## config.mk

```make
export PLATFORM = sky130hd
export DESIGN_NAME = ld_tid_tracker
export DESIGN_NICKNAME = d
export VERILOG_FILES = /design/src/rtl/ld_tid_tracker_pkg.sv /design/src/rtl/ld_tid_tracker_lzc.sv /design/src/rtl/ld_tid_tracker.sv
export SDC_FILE = /design/constraint.sdc
export NUM_CORES = 1
export LEC_CHECK = 0
export CAP_MARGIN = 20
export CORE_UTILIZATION = 55
export DETAILED_ROUTE_END_ITERATION = 6
export PLACE_DENSITY_LB_ADDON = 0.2
export SLEW_MARGIN = 10
export SYNTH_ARGS = -nofsm -noshare
export SYNTH_HDL_FRONTEND = slang
export SYNTH_SLANG_ARGS = --single-unit
```

## constraint.sdc

```tcl
create_clock -name clk_i -period 11.5 [get_ports clk_i]
set_input_delay 2.3 -clock clk_i [delete_from_list [all_inputs] [get_ports clk_i]]
set_output_delay 2.3 -clock clk_i [all_outputs]
set_load 0.05 [all_outputs]
```

## src/rtl/ld_tid_tracker_pkg.sv

```systemverilog
// Shared configuration and types for the load transaction-ID tracker.
// Holds the default sizing (load buffer depth, dcache ID width, metadata
// width), the per-entry record, the entry lifecycle encoding and a helper
// that classifies an entry from its valid/killed bits.
package ld_tid_tracker_pkg;

  localparam int NrLoadBufEntries = 8;
  localparam int DcacheIdWidth    = 3;
  localparam int LdMetaWidth      = 8;

  typedef logic [DcacheIdWidth-1:0] id_t;

  typedef struct packed {
    logic                   valid;
    logic                   killed;
    logic [LdMetaWidth-1:0] meta;
  } ld_entry_t;

  // Entry lifecycle: FREE -> PENDING -> (KILLED) -> FREE.
  typedef enum logic [1:0] {
    ENT_FREE    = 2'd0,
    ENT_PENDING = 2'd1,
    ENT_KILLED  = 2'd2
  } entry_state_e;

  function automatic entry_state_e entry_state(input logic valid, input logic killed);
    if (!valid) return ENT_FREE;
    if (killed) return ENT_KILLED;
    return ENT_PENDING;
  endfunction

endpackage

```

## src/rtl/ld_tid_tracker_lzc.sv

```systemverilog
// Trailing-zero style priority encoder: returns the index of the lowest set
// bit of vec. none is high when vec is all zeros (cnt is then 0).
// Ports:
//   vec  in  Width     candidate bits (1 = available)
//   cnt  out CntWidth  index of the lowest set bit
//   none out 1         no bit set
module ld_tid_tracker_lzc #(
  parameter int Width    = 8,
  parameter int CntWidth = 3
) (
  input  logic [Width-1:0]    vec,
  output logic [CntWidth-1:0] cnt,
  output logic                none
);

  always_comb begin
    cnt  = '0;
    none = 1'b1;
    // Scan from the top so the lowest set bit wins.
    for (int i = Width - 1; i >= 0; i--) begin
      if (vec[i]) begin
        cnt  = CntWidth'(i);
        none = 1'b0;
      end
    end
  end

endmodule

```

## src/rtl/ld_tid_tracker.sv

```systemverilog
// Load transaction-ID tracker between the load unit and the HPDcache load
// request port. Allocates the lowest free ID per load, stores per-load
// metadata under it, returns that metadata on the (zero-latency) response,
// and drops responses of loads that were killed or flushed in flight.
// Ports:
//   clk_i, rst_i                 clock, synchronous active-high reset
//   alloc_req_i/alloc_meta_i     allocation request and metadata to store
//   alloc_gnt_o/alloc_id_o       allocation accepted / ID given
//   kill_req_i/kill_id_i         kill one in-flight load
//   flush_i                      kill all in-flight loads
//   rsp_valid_i/rsp_id_i         HPDcache response
//   rsp_valid_o/rsp_id_o/rsp_meta_o  live response forwarded to load unit
//   full_o/empty_o/count_o       occupancy (registered)
//   err_o                        sticky: rsp or kill to a non-valid ID
//
// Handshake: an allocation completes in a cycle where alloc_req_i and
// alloc_gnt_o are both high; alloc_id_o is meaningful only then. Responses
// and kills have no back-pressure and are consumed in the cycle presented.
module ld_tid_tracker
  import ld_tid_tracker_pkg::*;
#(
  parameter int NrEntries = NrLoadBufEntries,
  parameter int IdWidth   = DcacheIdWidth,
  parameter int MetaWidth = LdMetaWidth
) (
  input  logic                           clk_i,
  input  logic                           rst_i,
  input  logic                           alloc_req_i,
  input  logic [MetaWidth-1:0]           alloc_meta_i,
  output logic                           alloc_gnt_o,
  output logic [IdWidth-1:0]             alloc_id_o,
  input  logic                           kill_req_i,
  input  logic [IdWidth-1:0]             kill_id_i,
  input  logic                           flush_i,
  input  logic                           rsp_valid_i,
  input  logic [IdWidth-1:0]             rsp_id_i,
  output logic                           rsp_valid_o,
  output logic [IdWidth-1:0]             rsp_id_o,
  output logic [MetaWidth-1:0]           rsp_meta_o,
  output logic                           full_o,
  output logic                           empty_o,
  output logic [$clog2(NrEntries+1)-1:0] count_o,
  output logic                           err_o
);

  localparam int CntWidth = $clog2(NrEntries + 1);
  // Storage covers the whole ID space so any incoming ID indexes safely;
  // entries at or above NrEntries are never written and stay FREE.
  localparam int Depth = 2 ** IdWidth;
  localparam logic [IdWidth:0] IdLimit = (IdWidth + 1)'(NrEntries);

  typedef struct packed {
    logic                 valid;
    logic                 killed;
    logic [MetaWidth-1:0] meta;
  } entry_t;

  entry_t              ent_q [Depth];
  entry_t              ent_d [Depth];
  logic [CntWidth-1:0] count_q, count_d;
  logic                err_q;

  logic [NrEntries-1:0] free_vec;
  logic [IdWidth-1:0]   free_id;
  logic                 free_none;

  entry_state_e rsp_state, kill_state;
  logic         rsp_release, rsp_live, kill_same, err_set;

  always_comb begin
    free_vec = '0;
    for (int i = 0; i < NrEntries; i++) free_vec[i] = ~ent_q[i].valid;
  end

  ld_tid_tracker_lzc #(
    .Width   (NrEntries),
    .CntWidth(IdWidth)
  ) u_free_enc (
    .vec (free_vec),
    .cnt (free_id),
    .none(free_none)
  );

  // Out-of-range IDs classify as FREE so they raise err_o and touch nothing.
  always_comb begin
    rsp_state  = ({1'b0, rsp_id_i} < IdLimit)
                 ? entry_state(ent_q[rsp_id_i].valid, ent_q[rsp_id_i].killed) : ENT_FREE;
    kill_state = ({1'b0, kill_id_i} < IdLimit)
                 ? entry_state(ent_q[kill_id_i].valid, ent_q[kill_id_i].killed) : ENT_FREE;
  end

  // A kill or flush in the response cycle wins: the response is dropped
  // but the entry is still released.
  assign kill_same   = kill_req_i & (kill_id_i == rsp_id_i);
  assign rsp_release = rsp_valid_i & (rsp_state != ENT_FREE);
  assign rsp_live    = rsp_release & (rsp_state == ENT_PENDING) & ~flush_i & ~kill_same;
  assign err_set     = (rsp_valid_i & (rsp_state == ENT_FREE))
                     | (kill_req_i & (kill_state == ENT_FREE));

  // free_none is redundant with full_o but keeps a grant from ever
  // pointing at an occupied entry.
  assign alloc_gnt_o = alloc_req_i & ~full_o & ~flush_i & ~free_none;
  assign alloc_id_o  = free_id;

  assign rsp_valid_o = rsp_live;
  assign rsp_id_o    = rsp_live ? rsp_id_i : '0;
  assign rsp_meta_o  = rsp_live ? ent_q[rsp_id_i].meta : '0;

  always_comb begin
    ent_d   = ent_q;
    count_d = '0;
    for (int i = 0; i < NrEntries; i++) begin
      // The allocated entry is FREE in the registered state, so it can
      // never coincide with the released one.
      if (alloc_gnt_o && (free_id == IdWidth'(i))) begin
        ent_d[i].valid  = 1'b1;
        ent_d[i].killed = 1'b0;
        ent_d[i].meta   = alloc_meta_i;
      end else if (rsp_release && (rsp_id_i == IdWidth'(i))) begin
        ent_d[i].valid  = 1'b0;
        ent_d[i].killed = 1'b0;
      end else if (ent_q[i].valid && (flush_i || (kill_req_i && (kill_id_i == IdWidth'(i))))) begin
        ent_d[i].killed = 1'b1;
      end
      count_d = count_d + CntWidth'(ent_d[i].valid);
    end
  end

  always_ff @(posedge clk_i) begin
    if (rst_i) begin
      for (int i = 0; i < Depth; i++) ent_q[i] <= '0;
      count_q <= '0;
      err_q   <= 1'b0;
    end else begin
      ent_q   <= ent_d;
      count_q <= count_d;
      err_q   <= err_q | err_set;
    end
  end

  assign count_o = count_q;
  assign full_o  = (count_q == CntWidth'(NrEntries));
  assign empty_o = (count_q == '0);
  assign err_o   = err_q;

endmodule

```

# Word level (Yosys, flattened, before mapping)
# Index checks and enable logic that the tools add are counted.
# W data, S select, Z words.
totals:
  output_inout_bits: 23
  wordCells: 200
  ff_bits: 85
  input_bits: 20
op_classes:
  reduce_logical: 55
  muxes: 68
  eq_ne: 24
  n_lt_le_gt_ge: 2
  add_sub_neg: 7
  bitwise_logic: 18
op_table:
  columns: ["op", "count"]
  rows:
  - ["$bmux W10 S3", 2]
  - ["$mux W10", 4]
  - ["$eq A3 B3 Y1 const B", 12]
  - ["$mux W1", 36]
  - ["$logic_and A1 B1 Y1", 32]
  - ["$mux W2", 16]
  - ["$mux W3", 9]
  - ["$reduce_or A3 Y1", 8]
  - ["$eq A3 B2 Y1 const B", 6]
  - ["$add A4 B1 Y4", 4]
  - ["$and A1 B1 Y1", 10]
  - ["$eq A3 B1 Y1 const B", 3]
  - ["$logic_not A3 Y1", 3]
  - ["$ge A4 B4 Y1 const B", 2]
  - ["$logic_or A1 B1 Y1", 8]
  - ["$mux W8", 1]
  - ["$not A3 Y4", 2]
  - ["$add A3 B1 Y4", 1]
  - ["$eq A4 B4 Y1 const B", 1]
  - ["$logic_not A2 Y1", 2]
  - ["$logic_not A4 Y1", 1]
  - ["$not A1 Y1", 4]
  - ["$add A2 B1 Y3", 1]
  - ["$eq A3 B3 Y1", 1]
  - ["4 further kinds", 5]

# Longest topological paths before layout
# Gate-level depths: netlist of the first run.
depth:
  depth_word: 20
  ltp_mapped: 16
  mapped_depth_nobuf: 13

# By module
# A second synthesis of the first run with hierarchy kept.
unflattened:
  hier_cells: 438
  hier_area_um2: 4453.0
modules_own_cells:
  columns: ["module", "cells_per_inst", "area_per_inst_um2", "seq_area_each_um2", "instances"]
  rows:
  - ["ld_tid_tracker", 424, 4366.7, 1701.6, 1]
  - ["ld_tid_tracker_lzc", 14, 86.3, 0.0, 1]

# Worst setup path after synthesis of the first run
# OpenSTA, ideal clock, no wires.
synth_timing:
  path_kind: "input to output"
  from: "in rsp_id_i[0]"
  to: "out rsp_id_o[0]"
  t_arrival_ns: 4.440
  path_stages: 5
  t_required_ns: 9.200
  path_slack_ns: 4.760
  n_path_buf: 2
  cell_sequence: "buf_6 -> mux2_4 -> mux4_2 -> buf_6 -> nor3_1"
synth_between:
  elab_chain_cells: 14
  word_cells_on_any_way: 19
  classes_between: "eq/ne (2); mux (9); bitwise (7); reduce/logical (1)"
synth_lines:
  columns: ["item", "line", "source"]
  rows:
  - ["start, declared", "ld_tid_tracker.sv:36", "input logic [IdWidth-1:0] rsp_id_i,"]
  - ["$not A3 Y4 (implied by the code)", "ld_tid_tracker.sv:87", "? entry_state(ent_q[rsp_id_i].valid, ent_q[rsp_id_i].killed) : ENT_FREE;"]
  - ["$bmux W10 S3", "ld_tid_tracker.sv:87", null]
  - ["$mux W10 (2 in series)", null, null]
  - ["$mux W1 (2 in series)", "ld_tid_tracker_pkg.sv:28", "if (killed) return ENT_KILLED;"]
  - ["$mux W2", "ld_tid_tracker_pkg.sv:29", "return ENT_PENDING;"]
  - ["$mux W2", "ld_tid_tracker_pkg.sv:28", null]
  - ["$reduce_bool A2 Y1", "ld_tid_tracker.sv:95", "assign rsp_release = rsp_valid_i & (rsp_state != ENT_FREE);"]
  - ["$and A1 B1 Y1", "ld_tid_tracker.sv:95", null]
  - ["$and A1 B1 Y1 (3 in series)", "ld_tid_tracker.sv:96", "assign rsp_live = rsp_release & (rsp_state == ENT_PENDING) & ~flush_i & ~kill_same;"]
  - ["$mux W3 *", "ld_tid_tracker.sv:106", "assign rsp_id_o = rsp_live ? rsp_id_i : '0;"]
  - ["end, declared", "ld_tid_tracker.sv:38", "output logic [IdWidth-1:0] rsp_id_o,"]
# Every way passes the cells marked *; elsewhere a longest branch is shown, timed or not. The select of a mux whose other input is x is not followed.

# Worst setup path after layout of the first run
layout_timing:
  from: "in rsp_id_i[0]"
  to: "out rsp_meta_o[7]"
layout_between:
  elab_chain_cells: 14
  word_cells_on_any_way: 19
  classes_between: "eq/ne (2); mux (9); bitwise (7); reduce/logical (1)"
layout_lines:
  columns: ["item", "line", "source"]
  rows:
  - ["$not A3 Y4 (implied by the code)", "ld_tid_tracker.sv:87, ld_tid_tracker.sv:107", null]
  - ["$bmux W10 S3", "ld_tid_tracker.sv:87, ld_tid_tracker.sv:107", null]
  - ["$mux W10 (implied by the code) (2 in series)", "ld_tid_tracker.sv:107", "assign rsp_meta_o = rsp_live ? ent_q[rsp_id_i].meta : '0;"]
  - ["$mux W1 (2 in series)", "ld_tid_tracker_pkg.sv:28", null]
  - ["$mux W2", "ld_tid_tracker_pkg.sv:29", null]
  - ["$mux W2", "ld_tid_tracker_pkg.sv:28", null]
  - ["$reduce_bool A2 Y1", "ld_tid_tracker.sv:95", null]
  - ["$and A1 B1 Y1", "ld_tid_tracker.sv:95", null]
  - ["$and A1 B1 Y1 (3 in series)", "ld_tid_tracker.sv:96", null]
  - ["$mux W8 *", "ld_tid_tracker.sv:107", null]
  - ["end, declared", "ld_tid_tracker.sv:39", "output logic [MetaWidth-1:0] rsp_meta_o,"]
# Marks and branches as above.

==> metrics.cfg, run 1 <==
[run_status]
status = completed

[floorplan]
ioPinCount = 43
die_w_um = 91.8
coreArea_um2 = 7770
fp-row-count = 32
die_area_um2 = 8430
die_h_um = 91.8
start_util = 0.571

[clock_network]
cts_hold_buf = 0
root_buffer = clkbuf_8
numClockSinks = 85
clockBufferDepth = 2
cts.htree.levels = 3
clkLatencyLatePin_ps = 350
cts_tree = yes
post_cts_resized = 0
clk_pin_slew_ps = 80
postCtsSetupRepairBufs = 0
cts_made_buffers = 9

[worst_setup_path]
worstSetupEndpointType = primary output
cp.required_ps = 9200
critPathLaunch = rsp_id_i[0]
crit_slowest_cell = clkdlybuf4s50_1
crit_end = rsp_meta_o[7]
criticalPathCategory = input port to primary output
critPathMostFrequentCell = clkdlybuf4s50_1
max_stage_delay_ps = 850
start_kind = input port
path_cells = clkdlybuf4s50_1, buf_4, mux2_4, mux4_2, nor3_1, clkdlybuf4s50_1
rr_endpoint = count_o[2]
critPathMaxFanout = 34
r2r_setup_slack_ps = 6510
ff2ff_path_depth = 13
worstReg2RegStart = ent_q[69]
cp_data_arrival_time_ps = 5300

[layout]
final_common_cell = dfxtp_1
fin_nets = 501
postLayoutCoreUtil = 0.650
num_antenna_cells = 0
mostFrequentLayoutCells = 85 x dfxtp_1, 67 x mux2i_1, 51 x nand2_1, 51 x nor2_1, 41 x clkdlybuf4s50_1
layoutNonFillerInstCount = 581
postLayoutCellArea_um2 = 5050
drive_gt1_frac = 0.127
area_growth_pct = 13.8

[yosys]
synthXorXnorAreaFrac = 0.00790
syn_area_per_cell_um2 = 9.83
synthAdderAreaFrac = 0.0265
synth_cell_types = 50
syn_nets = 478
yosys_warnings = 0
synth_cells = 451
synth_seq_cells = 85
ys_seq_area_frac = 0.384
synth_compound_area_frac = 0.0781
syn_area_um2 = 4440
synth-edff-count = 0
synth.area.mux_share = 0.261
synthArstFlopShare = 0
synthFlopType = dfxtp_1
synthSimpleGateAreaFrac = 0.177
synth_top_family_by_area = multiplexers

[route]
drtAntennaViolNets = 0
via_per_inst = 5.92
totalWireLength_um = 10700
num_vias = 3439
first_pass_iters = 4
drt_iter0_drc = 194
wire_per_inst_um = 18.4
drc = 0

[sta]
fmax_ghz = 0.132
fin_ws_ps = 3900
hold_viol_final = 0
hold_slack_ps = 458
max_slew.worst_pin.slew_ps = 981
period_needed_ps = 7600
fin_crit_sh = 0.661
rsz0062_at_grt = no
setup_tns_ps = 0
slew_viol_final = 0
finalSetupViolCount = 0
skew_ps = 5.63
relSlewSlack = 0.341

[power]
p_leak_nw = 1.88
p_clk_frac = 0.372
p_sw_frac = 0.256
combPwrFrac = 0.106
p_seq_frac = 0.522
peakVddDrop_mv = 0.0733
power.total_uw = 575
power_density_nw_per_um2 = 114
p_int_uw = 428
p_switching_uw = 147

[global_routing]
track_usage = 0.272
grt_max_degree = 62
grt_pass1_wl_um = 17300
grt_pass1_vias = 3403
grt_antenna_before_repair = 0
gr-total-overflow = 0

[min_path]
hold_path.class = flip-flop to flip-flop

[placed_design]
dp_slack_ps = 3940
numPortBuffers = 42
place.gp.congestion = 0.876
dp_hpwl_um = 6820
dpl.cell_count = 565
placed_cell_area_um2 = 4850

[run]
maxCapViolCount = 0

state kept, by name (all words and copies together) (netlist names):
register  count
ent_q        80
err_o         1
count_o       4
metal layers:
metal / share of wire / vias to the layer above / global-route usage / wire [um]
met1: 0.45 / 1652 / 0.360 / 4820
met2: 0.44 / 124 / 0.429 / 4730
met5: 0 / - / 0 / 0
met3: 0.063 / 30 / 0.0423 / 677
li1: - / 1633 / - / -
met4: 0.041 / 0 / 0.148 / 439
logic make-up (layout without fill, tap and decap cells):
group / count (synthesis) / in the layout
adder cells (fa/ha/maj): 7 / 7
AND/OR/NAND/NOR: 159 / 159
multiplexers: 89 / 89
AO/OA/AOI/OAI: 51 / 51
flip-flops: 85 / 85
buffers and inverters: 56 / 84
XOR/XNOR: 4 / 4
critical path, delay by kind of cell:
family / cells / cell delay, ps
AND/OR/NAND/NOR: 1 / 280
buffers and inverters: 3 / 1710
multiplexers: 2 / 990
layout make-up:
| class | instances | area (um^2) |
|---|---|---|
| fillers | 646 | 2720 |
| clock buffers | 11 | 141 |
| flip-flops and latches | 85 | 1700 |
| clock inverters | 5 | 58.8 |
| repair buffers | 51 | 483 |
| well taps | 102 | 128 |
| multi-input cells | 310 | 2470 |
| inverters | 17 | 63.8 |
how the worst min path moves through the flow:
stage	depth (start not counted)	from	slack, ps	to
after floorplan	2	ent_q[50]	430	ent_q[50]
after global placement	2	ent_q[53]	440	ent_q[53]
after detailed placement	2	ent_q[57]	450	ent_q[57]
after CTS	2	ent_q[50]	460	ent_q[50]
after global routing	2	ent_q[50]	480	ent_q[50]
final	2	ent_q[57]	460	ent_q[57]
cell usage after synthesis (2+ instances only):
cell type,count,share of area
a2111oi_0,2,0.0039
a21boi_0,2,0.0034
a21o_1,6,0.010
a21oi_1,19,0.021
a31o_2,4,0.0079
a31oi_1,5,0.0071
a41o_1,2,0.0045
and2_1,7,0.0099
buf_2,11,0.012
buf_4,8,0.014
buf_6,5,0.013
clkbuf_1,15,0.013
dfxtp_1,85,0.38
fa_1,4,0.018
ha_1,3,0.0085
inv_1,17,0.014
mux2i_1,67,0.15
mux4_2,21,0.11
nand2_1,51,0.043
nand2b_1,2,0.0028
nand3_1,3,0.0034
nand3b_1,2,0.0034
nand4b_1,2,0.0039
nor2_1,51,0.043
nor2b_1,3,0.0042
nor3_1,15,0.017
nor3b_1,5,0.0085
nor4_1,5,0.0071
o21ai_0,5,0.0056
or3_1,2,0.0028
xnor2_1,3,0.0059
power by group through the flow:
| stage | Clock (mW) | Sequential (mW) | Combinational [mW] |
|---|---|---|---|
| 2_1_floorplan | 0 | 0.308 | 0.0402 |
| 3_3_place_gp | 0 | 0.307 | 0.0600 |
| 3_5_place_dp | 0 | 0.307 | 0.0607 |
| 4_1_cts | 0.218 | 0.300 | 0.0610 |
| 5_1_grt | 0.231 | 0.301 | 0.0659 |
| 6_report | 0.214 | 0.300 | 0.0610 |
No activity file was read; power rests on OpenSTA's default activity.
==> run 2, diff against run 1 <==
- clock period: 11.5 -> 7.9 ns (I/O delays scaled with it)
==> run 2 against run 1 <==
  * Clock power up 66%
  * Clock skew up 10 ps
  * Clock-buffer cell count down 1
  * Die area unchanged
  * Critical path type unchanged
  * Sequential share of layout area down 0.27 points
  * Non-clock buffer count up 1
  * Wire length up 0.95%
  * Global-route usage up 0.053 points
  * Final cell count up 0.17%
  * Sequential power up 46%
  * Sequential cell count unchanged
==> metrics.cfg, run 2 (synthesis results as in run 1) <==
[run_status]
status = completed

[placed_design]
dpl.cell_count = 566  ; +0.18%
dp_slack_ps = 1460  ; -2470 ps
numPortBuffers = 42  ; unchanged
dp_hpwl_um = 7140  ; +4.6%
place.gp.congestion = 0.860  ; -1.8%

[clock_network]
cts.htree.levels = 3  ; unchanged
numClockSinks = 85  ; unchanged
post_cts_resized = 0  ; unchanged
clockBufferDepth = 2  ; unchanged
postCtsSetupRepairBufs = 0  ; unchanged
clk_pin_slew_ps = 90  ; about the same
cts_hold_buf = 0  ; unchanged
cts_made_buffers = 9  ; unchanged
clkLatencyLatePin_ps = 370  ; +20 ps
cts_tree = yes
root_buffer = clkbuf_8

[floorplan]
ioPinCount = 43  ; unchanged
die_h_um = 91.8  ; unchanged
start_util = 0.571  ; unchanged
die_area_um2 = 8430  ; unchanged
fp-row-count = 32  ; unchanged
coreArea_um2 = 7770  ; unchanged
die_w_um = 91.8  ; unchanged

[worst_setup_path]
start_kind = input port
cp.required_ps = 6320  ; -2880 ps
criticalPathCategory = input port to primary output
cp_data_arrival_time_ps = 4710  ; -590 ps
worstSetupEndpointType = primary output
critPathMaxFanout = 14  ; -59%

[layout]
largest_reg_flops = 80  ; unchanged
fin_nets = 502  ; +0.20%
layoutNonFillerInstCount = 582  ; +0.17%
multi_input_area_um2 = 2470  ; unchanged
mostFrequentLayoutCells = 85 x dfxtp_1, 67 x mux2i_1, 51 x nand2_1, 51 x nor2_1, 41 x clkdlybuf4s50_1
top_register = ent_q
area_growth_pct = 14.7
n_fill_cell = 630  ; -2.5%
num_antenna_cells = 0  ; unchanged
final_common_cell = dfxtp_1
drive_gt1_frac = 0.131  ; +0.00390
final-seq-area_um2 = 1700  ; unchanged

[route]
drc = 0  ; unchanged
wire_per_inst_um = 18.5  ; +0.77%
totalWireLength_um = 10800  ; +0.95%
drtAntennaViolNets = 0  ; unchanged
via_per_inst = 5.94  ; +0.38%
first_pass_iters = 5  ; +1
num_vias = 3458  ; +0.55%
drt_iter0_drc = 146  ; -25%

[sta]
hold_viol_final = 0  ; unchanged
fin_ws_ps = 1610  ; -2300 ps
setup_tns_ps = 0  ; unchanged
fin_crit_sh = 0.797
fmax_ghz = 0.159
slew_viol_final = 0  ; unchanged
max_slew.worst_pin.slew_ps = 1000  ; +20.6 ps
rsz0062_at_grt = no
skew_ps = 16.1  ; +10.5 ps
relSlewSlack = 0.330  ; -0.0109
finalSetupViolCount = 0  ; unchanged
period_needed_ps = 6290

[global_routing]
grt_pass1_vias = 3488  ; +2.5%
grt_pass1_wl_um = 17600  ; +1.4%
track_usage = 0.273  ; +0.000535
grt_max_degree = 62  ; unchanged
grt_antenna_before_repair = 0  ; unchanged
gr-total-overflow = 0  ; unchanged

[run]
maxCapViolCount = 0  ; unchanged

[power]
peakVddDrop_mv = 0.137  ; +88%
p_switching_uw = 226  ; +53%
p_int_uw = 657  ; +54%
p_leak_nw = 1.91  ; +1.4%
p_clk_frac = 0.403  ; +0.031
combPwrFrac = 0.102  ; -0.004
p_sw_frac = 0.256  ; -0.000259
power.total_uw = 883  ; +54%
p_seq_frac = 0.495  ; -0.027
power_density_nw_per_um2 = 174  ; +52%

[min_path]
hold_path.class = flip-flop to flip-flop

run 2: changes by cell type in the layout (fill, tap and decap cells not counted), sizes merged:
| cell | previous run | this run |
|---|---|---|
| bufinv | 1 | 2 |
| clkbuf | 11 | 10 |
| buf | 10 | 11 |
| clkinv | 1 | 3 |
| clkinvlp | 2 | 0 |
run 2: cell type report:
class                           count  area share
Clock inverter                      6      0.0187
Timing Repair Buffer               52      0.0964
Inverter                           17      0.0125
Clock buffer                       10      0.0270
Sequential cell                    85       0.334
Multi-Input combinational cell    310       0.486
Tap cell                          102      0.0251
run 2: metal layers:
| metal | up-vias | global-route usage | wire length (um) |
|---|---|---|---|
| met2 | 119 | 0.445 | 5100 |
| met5 | - | 0 | 0 |
| met4 | 0 | 0.122 | 357 |
| li1 | 1639 | - | - |
| met1 | 1675 | 0.349 | 4770 |
| met3 | 25 | 0.0572 | 542 |
run 2: power by group through the flow:
stage	clock network, mW	registers [mW]	logic (mW)
3_5_place_dp	0	0.447	0.0897
5_1_grt	0.382	0.438	0.0957
4_1_cts	0.359	0.437	0.0898
3_3_place_gp	0	0.447	0.0884
2_1_floorplan	0	0.448	0.0584
6_report	0.356	0.437	0.0902
run 2: worst max-delay path: stages:
cell             delay (ps)
clkdlybuf4s50_1        1060
inv_1                   280
mux4_2                  680
nor3_1                  270
clkdlybuf4s50_1         840
run 2: final timing paths:
| check | startpoint | end | slack, ps | cells after the start |
|---|---|---|---|---|
| max reg2reg | ent_q[79] | count_o[2] | 3020 | 13 |
| max | rsp_id_i[1] | rsp_id_o[0] | 1610 | 5 |
| min reg2reg | ent_q[2] | ent_q[2] | 460 | 2 |
| min | ent_q[2] | ent_q[2] | 460 | 2 |
run 2: stage by stage:
stage	util	cell area, um^2	hold WS [ps]
final	0.655	5090	463
after detailed placement	0.625	4860	448
after CTS	0.655	5090	464
after global placement	0.625	4860	442
after floorplan	-	4440	433
after global routing	0.655	5090	478
